<file path="config.mk">
export PLATFORM = sky130hd
export DESIGN_NAME = register_file_mp
export DESIGN_NICKNAME = d
export VERILOG_FILES = /design/src/rtl/register_file_mp.sv
export SDC_FILE = /design/constraint.sdc
export NUM_CORES = 1
export LEC_CHECK = 0
export CORE_ASPECT_RATIO = 1.5
export CORE_UTILIZATION = 50
export CTS_CLUSTER_DIAMETER = 200
export DETAILED_ROUTE_END_ITERATION = 7
export PLACE_DENSITY = 0.71
export SLEW_MARGIN = 20
export SYNTH_ARGS = -nofsm -noshare
export SYNTH_HDL_FRONTEND = slang
export SYNTH_SLANG_ARGS = --single-unit
</file>
<file path="constraint.sdc">
create_clock -name clk -period 10.1 [get_ports clk]
set_clock_uncertainty 0.1 [all_clocks]
set_input_delay 1.01 -clock clk [delete_from_list [all_inputs] [get_ports clk]]
set_output_delay 1.01 -clock clk [all_outputs]
set_load 0.01 [all_outputs]
</file>
<file path="src/rtl/register_file_mp.sv">
// Multi-port register file: two write ports (wr1 has priority), N combinational read ports,
// write-to-read bypass, optional hardwired zero register, pending scoreboard and a sweep-clear engine.
module register_file_mp #(
   parameter int DATA_W   = 16,
   parameter int ADDR_W   = 4,
   parameter int NUM_RD   = 2,
   parameter int ZERO_REG = 1,
   parameter int BYPASS   = 1
) (
   input  logic                       clk,
   input  logic                       reset,
   input  logic [NUM_RD*ADDR_W-1:0]   rd_addr,
   output logic [NUM_RD*DATA_W-1:0]   rd_data,
   output logic [NUM_RD-1:0]          rd_pending,
   input  logic                       wr0_en,
   input  logic [ADDR_W-1:0]          wr0_addr,
   input  logic [DATA_W-1:0]          wr0_data,
   input  logic                       wr1_en,
   input  logic [ADDR_W-1:0]          wr1_addr,
   input  logic [DATA_W-1:0]          wr1_data,
   input  logic                       sb_set_en,
   input  logic [ADDR_W-1:0]          sb_set_addr,
   input  logic                       clr_req,
   output logic                       clr_busy
);

   localparam int DEPTH = 2**ADDR_W;

   typedef enum logic [0:0] {IDLE = 1'b0, CLEAR = 1'b1} state_t;

   state_t              state_r;
   logic [ADDR_W-1:0]   cnt_r;
   logic [DATA_W-1:0]   mem_r [DEPTH];
   logic [DEPTH-1:0]    sb_r;

   logic                idle_s;
   logic                we0_s;
   logic                we1_s;
   logic                sb_set_s;
   logic [ADDR_W-1:0]   a_s;
   logic                hit0_s;
   logic                hit1_s;
   logic                keep_s;
   logic [DATA_W-1:0]   d_s;
   logic                p_s;

   // Qualified write/set strobes: dropped during the sweep and, with ZERO_REG, at address 0.
   always_comb begin
      idle_s   = (state_r == IDLE);
      we0_s    = wr0_en    && idle_s && !((ZERO_REG != 0) && (wr0_addr    == '0));
      we1_s    = wr1_en    && idle_s && !((ZERO_REG != 0) && (wr1_addr    == '0));
      sb_set_s = sb_set_en && idle_s && !((ZERO_REG != 0) && (sb_set_addr == '0));
   end

   // Read ports with bypass; a matching write hides pending unless a new producer claims the register.
   always_comb begin
      rd_data    = '0;
      rd_pending = '0;
      a_s        = '0;
      hit0_s     = 1'b0;
      hit1_s     = 1'b0;
      keep_s     = 1'b0;
      d_s        = '0;
      p_s        = 1'b0;
      for (int i = 0; i < NUM_RD; i++) begin
         a_s    = rd_addr[i*ADDR_W +: ADDR_W];
         hit0_s = we0_s && (wr0_addr == a_s);
         hit1_s = we1_s && (wr1_addr == a_s);
         keep_s = sb_set_s && (sb_set_addr == a_s);
         if (reset) begin
            d_s = '0;
            p_s = 1'b0;
         end else if ((ZERO_REG != 0) && (a_s == '0)) begin
            d_s = '0;
            p_s = 1'b0;
         end else if ((BYPASS != 0) && hit1_s) begin
            d_s = wr1_data;
            p_s = keep_s & sb_r[a_s];
         end else if ((BYPASS != 0) && hit0_s) begin
            d_s = wr0_data;
            p_s = keep_s & sb_r[a_s];
         end else begin
            d_s = mem_r[a_s];
            p_s = sb_r[a_s];
         end
         rd_data[i*DATA_W +: DATA_W] = d_s;
         rd_pending[i]               = p_s;
      end
   end

   // Storage, scoreboard and sweep-clear FSM.
   always_ff @(posedge clk or posedge reset) begin
      if (reset) begin
         state_r <= IDLE;
         cnt_r   <= '0;
         sb_r    <= '0;
         for (int j = 0; j < DEPTH; j++) begin
            mem_r[j] <= '0;
         end
      end else begin
         case (state_r)
            IDLE: begin
               if (we0_s) begin
                  mem_r[wr0_addr] <= wr0_data;
                  sb_r[wr0_addr]  <= 1'b0;
               end
               if (we1_s) begin
                  mem_r[wr1_addr] <= wr1_data;
                  sb_r[wr1_addr]  <= 1'b0;
               end
               // A set issued alongside a write belongs to a newer producer, so it lands last.
               if (sb_set_s) begin
                  sb_r[sb_set_addr] <= 1'b1;
               end
               if (clr_req) begin
                  state_r <= CLEAR;
                  cnt_r   <= '0;
                  sb_r    <= '0;
               end
            end
            CLEAR: begin
               mem_r[cnt_r] <= '0;
               if (cnt_r == {ADDR_W{1'b1}}) begin
                  state_r <= IDLE;
                  cnt_r   <= '0;
               end else begin
                  cnt_r <= cnt_r + 1'b1;
               end
            end
            default: begin
               state_r <= IDLE;
               cnt_r   <= '0;
            end
         endcase
      end
   end

   assign clr_busy = (state_r == CLEAR);

endmodule

</file>
### Word-level counts from Yosys, hierarchy flattened

Cells that the tools add are included.

| storage, ports and cells | value |
|---|---|
| output and inout bits | 35 |
| word-level logic and storage cells | 141 |
| register bits after elaboration | 277 |
| input port bits | 58 |

| operators by class | value |
|---|---|
| equality and inequality tests | 8 |
| reduce and logical (&&, ||, !) cells | 26 |
| add/sub/neg operators | 1 |
| magnitude comparators | 16 |
| bitwise gates (word level) | 15 |
| mux-type cells | 56 |

Operator list:

| operator | count |
|---|---|
| 256-bit two-way mux | 3 |
| 256-bit bitwise mux | 2 |
| 256-bit one-hot mux with 2 select lines | 1 |
| 16-bit two-way mux | 21 |
| 256-bit AND | 1 |
| 256-bit NOT | 1 |
| 16-bit demux with 4-bit select | 3 |
| 16-bit binary-select mux with 4-bit select | 2 |
| 16-bit AND | 2 |
| 16-bit NOT | 2 |
| 5-bit >= comparator (second input constant) | 5 |
| 4-bit by 5-bit < comparator with 1-bit output (second input constant) | 5 |
| 4-bit NOT with 5-bit output | 5 |
| 4-bit equality test | 6 |
| 4-bit logical NOT | 5 |
| 1-bit logical AND | 18 |
| 16-bit OR | 1 |
| 5-bit by 1-bit < comparator with 1-bit output (second input constant) | 3 |
| 1-bit two-way mux | 15 |
| 1-bit demux with 4-bit select | 3 |
| 4-bit by 1-bit >= comparator with 1-bit output (second input constant) | 3 |
| 1-bit binary-select mux with 4-bit select | 2 |
| 4-bit two-way mux | 2 |
| 4-bit one-hot mux with 2 select lines | 1 |
| 7 further kinds | 10 |

### Depth between registers and ports, before layout

| depth | value |
|---|---|
| depth in word-level cells | 14 |
| mapped depth | 9 |
| depth with buffers taken out | 6 |

### Worst setup path after synthesis

OpenSTA, ideal clock, no wires.

| timing | value |
|---|---|
| kind | input-to-output |
| start point | input port reset |
| end point | output port rd_pending[1] |
| cell stages on the path | 4 |
| setup slack | 0.302 ns |
| arrival | 8.688 ns |
| data required time | 8.990 ns |
| buffers on the path | 1 |
| cells stage by stage | inv_1 > o41ai_2 > a2111oi_1 > buf_4 |

| on the way | value |
|---|---|
| cells in the longest elaborated chain, start to end | 1 |

RTL lines:

| element | RTL line | RTL |
|---|---|---|
| from (decl) | 11 | `input logic reset,` |
| 1-bit two-way mux | 70 | `if (reset) begin` |
| to (decl) | 14 | `output logic [NUM_RD-1:0] rd_pending,` |

Every way passes these cells.

### Worst setup path after layout

| timing | value |
|---|---|
| start point | input port rd_addr[5] |
| end point | output port rd_data[31] |

| on the way | value |
|---|---|
| cells in the longest elaborated chain, start to end | 8 |
| elaborated cells between the ends (all ways) | 13 |
| those cells by class | eq/ne (2); mux (7); bitwise (1); reduce/logical (3) |

RTL lines:

| element | RTL line | RTL |
|---|---|---|
| from (decl) | 12 | `input logic [NUM_RD*ADDR_W-1:0] rd_addr,` |
| 4-bit NOT with 5-bit output (not written as such) | 83 | `d_s = mem_r[a_s];` |
| 16-bit binary-select mux with 4-bit select | 83 |  |
| 16-bit two-way mux (not written as such) (2 in series) | 83 |  |
| 16-bit two-way mux | 79 | `end else if ((BYPASS != 0) && hit0_s) begin` |
| 16-bit two-way mux | 76 | `end else if ((BYPASS != 0) && hit1_s) begin` |
| 16-bit two-way mux (*) | 73 | `end else if ((ZERO_REG != 0) && (a_s == '0)) begin` |
| 16-bit two-way mux (*) | 70 |  |
| to (decl) | 13 | `output logic [NUM_RD*DATA_W-1:0] rd_data,` |

Every way passes the cells marked *; elsewhere a longest branch is shown, timed or not. The select of a mux whose other input is x is not followed.

==> impl_metrics.ini <==
[outcome]
status = complete, no violations

[synth]
ys_types = 50
ys.warnings.count = 0
postSynthAreaPerCell_um2 = 8.937
synthXorXnorAreaFrac_pct = 1.042
ys_seq_area_share_pct = 32.99
synth_ff_type = dfrtp_1
synth.area.top_cells = dfrtp_1 (33%), mux4_2 (11%), a21o_1 (8.6%)
synthesis.instances = 2351
synth-seq-cells = 277
synthAdderAreaFrac_pct = 0.2382
synth_compound_area_share_pct = 24.48
synth_top_area_share_pct = 32.99
syn_area_um2 = 21010
async_flop_share_pct = 100.0
synth_top_cell_by_area = dfrtp_1
synth_top_family_by_area = compound AO/OA/AOI/OAI gates
synthMuxAreaShare_pct = 18.13
synth_edf_count = 0
syn_nets = 2413
yosys.area_share.simple_pct = 17.00

[sta]
finalHoldViolCount = 0
tightest_slew_ns = 1.188
max_freq_ghz = 0.1679
slew_violations = 0
fin_crit_sh_pct = 58.95
grt_setup_unrepaired = no
relSlewSlack_pct = 20.82
period_minus_slack_ns = 5.954
setup_ws_ns = 4.146
finalSetupViolCount = 0
tns_ns = 0

[pwr]
power_frac_clock_pct = 23.5
power.share.switching_pct = 41.32
p_comb_share_pct = 38.2
power_frac_seq_pct = 38.4
p_per_area_nw_per_um2 = 217.0
p_leak_nw = 10.60
ir_worst_vdd_mv = 0.1563
fin_total_pwr_mw = 5.011
power_switching_mw = 2.071
internal-power_mw = 2.940

[layout]
multiInputGateArea_um2 = 12890
final_util_pct = 55.86
drive_gt1_share_pct = 11.41
area_growth_pct = 9.885
final_nets = 2317
register_area_um2 = 6935
nFillCells = 3629
stdcell_count = 2841

[floorplan]
rows = 91
io_pins = 93
die_h_um = 253.1
dieArea_um2 = 42860
coreArea_um2 = 41330
fp.dieW_um = 169.4
start_util_pct = 50.83

[global_route]
grt_use_met1_pct = 49.27
grt_pass1_wl_um = 125400
met3_usage_pct = 8.018
use_met2_pct = 59.45
globalRouteTotalUtil_pct = 38.72
top_usage_layer = met2
grt_max_degree = 170
gr-total-overflow = 0
first_global_vias = 20140
antenna_found_initial = 5

[setup_path]
cp.arrival_ns = 4.84
critPathMaxFanout = 38
cp.required_ns = 8.99
path_class = in -> out
startpoint_type = input port
cp-end-kind = output pin

[detailed_routing]
vias_per_cell = 7.378
wire_per_inst_um = 29.12
dr_total_vias = 20960
drtPass1Iterations = 8
drt-initial-drc-count = 2896
wirelength_um = 82730
postRouteAntennaNets = 0
drc = 0

[placed_design]
place_congestion = 0.9767
place.port_buffers = 92
dpl.cell_count = 2780
pre_cts_slack_ns = 4.546
place_hpwl_um = 51860

[clock_network]
cts-htree-levels = 1
cts_buffers = 30
cts-root-buf = clkbuf_16
cts.sinks = 277
worstSkewPairLatency_ns = 0.60
cts_tree = built
post_cts_buffers = 0
clock_path_buffers = 3
clkTransAtPathRegs_ns = 0.06
cts_resized = 0
hold_buffers = 0

[run]
drv_cap = 0

[hold_path]
hp-class = reg -> reg
## Yosys cell counts, types with 3 or more instances
| cell | n |
|---|---|
| and3_1 | 6 |
| nand3_1 | 152 |
| buf_4 | 19 |
| nor2b_1 | 30 |
| buf_2 | 49 |
| and2_1 | 7 |
| nor3_1 | 4 |
| a21boi_1 | 14 |
| nor4_1 | 5 |
| dfrtp_1 | 277 |
| or3_1 | 16 |
| a311oi_1 | 176 |
| a2bb2oi_1 | 5 |
| a32oi_1 | 12 |
| a21oi_1 | 3 |
| inv_1 | 5 |
| clkbuf_1 | 198 |
| a22oi_1 | 61 |
| mux4_2 | 102 |
| xor2_1 | 13 |
| xnor2_1 | 12 |
| o21ai_0 | 38 |
| and3b_1 | 3 |
| o211ai_1 | 15 |
| buf_1 | 30 |
| a31oi_1 | 17 |
| nand4_1 | 3 |
| nand2_1 | 293 |
| a21o_1 | 240 |
| and4bb_2 | 3 |
| nand2b_1 | 5 |
| a211oi_1 | 82 |
| ha_1 | 4 |
| mux2i_1 | 150 |
| nor2_1 | 283 |
## layer usage
layer / vias up / share of wire, %
met5: - / 0
met1: 10230 / 35
met4: 0 / 7.0
li1: 8566 / -
met3: 404 / 13
met2: 1767 / 45
## power groups by stage
stage	Clock (mW)	Combinational, mW	Sequential, mW
floorplan	0	1.32	1.74
global placement	0	1.80	1.89
detailed placement	0	1.85	1.91
CTS	1.18	1.85	1.90
global route	1.21	2.02	1.96
finish	1.18	1.91	1.92
## layout by cell type (no fill, tap or decap), types with 15 or more instances in the layout
master,n
nand2_1,291
nor2_1,280
dfrtp_1,276
a21o_1,240
a311oi_1,176
mux2i_1,150
nand3_1,150
mux4_2,102
clkdlybuf4s50_1,88
a211oi_1,82
buf_4,77
a22oi_1,61
o21ai_0,38
clkbuf_16,31
nor2b_1,26
a31oi_1,17
or3_1,16
o211ai_1,15
## registers in the layout, indices dropped and copies added, names as in the netlist
name	count
sb_r	16
mem_r	256
cnt_r	4
clr_busy	1
## layout make-up
cell class / instances / area share (%)
diodes: 5 / 0.05419
clock buffers: 46 / 4.038
clock inverters: 9 / 0.3414
inverters: 5 / 0.1138
multi-input cells: 1771 / 55.82
flip-flops and latches: 277 / 30.04
well taps: 558 / 3.024
repair buffers: 170 / 6.574
## path summary, 6_finish.rpt
kind	start	end	slack, ns	cells past startpoint
setup reg to reg	clr_busy	mem_r[200]	6.23	7
setup / recovery	rd_addr[5]	rd_data[31]	4.15	8
max in group asynchronous	reset	mem_r[216]	7.39	3
min in group asynchronous	reset	mem_r[19]	0.96	2
hold reg to reg	mem_r[24]	mem_r[24]	0.42	1
hold / removal	mem_r[24]	mem_r[24]	0.42	1
## kinds of logic (layout without fill, tap and decap cells)
kind of cell             after synthesis  in the layout
other                                  0              5
adder cells (fa/ha/maj)                4              4
multiplexers                         253            253
AND/OR/NAND/NOR                      821            821
XOR/XNOR                              25             25
AO/OA/AOI/OAI                        668            668
buffers and inverters                303            230
flip-flops                           277            277
## stage by stage
step	cell area (um2)	hold WS, ns
2_1_floorplan	21010	0.3666
3_3_place_gp	22030	0.3937
3_5_place_dp	22040	0.4086
4_1_cts	23050	0.4231
5_1_grt	23080	0.4401
6_report	23090	0.4197
## critical path: stages
cell and delay [ns]:
buf_4 0.53, buf_4 0.64, xnor2_1 0.12, nand2_1 0.11
or3_1 0.60, nand2_1 0.11, a311oi_1 0.91, clkdlybuf4s50_1 0.71
Power figures use the tool's default switching activity.
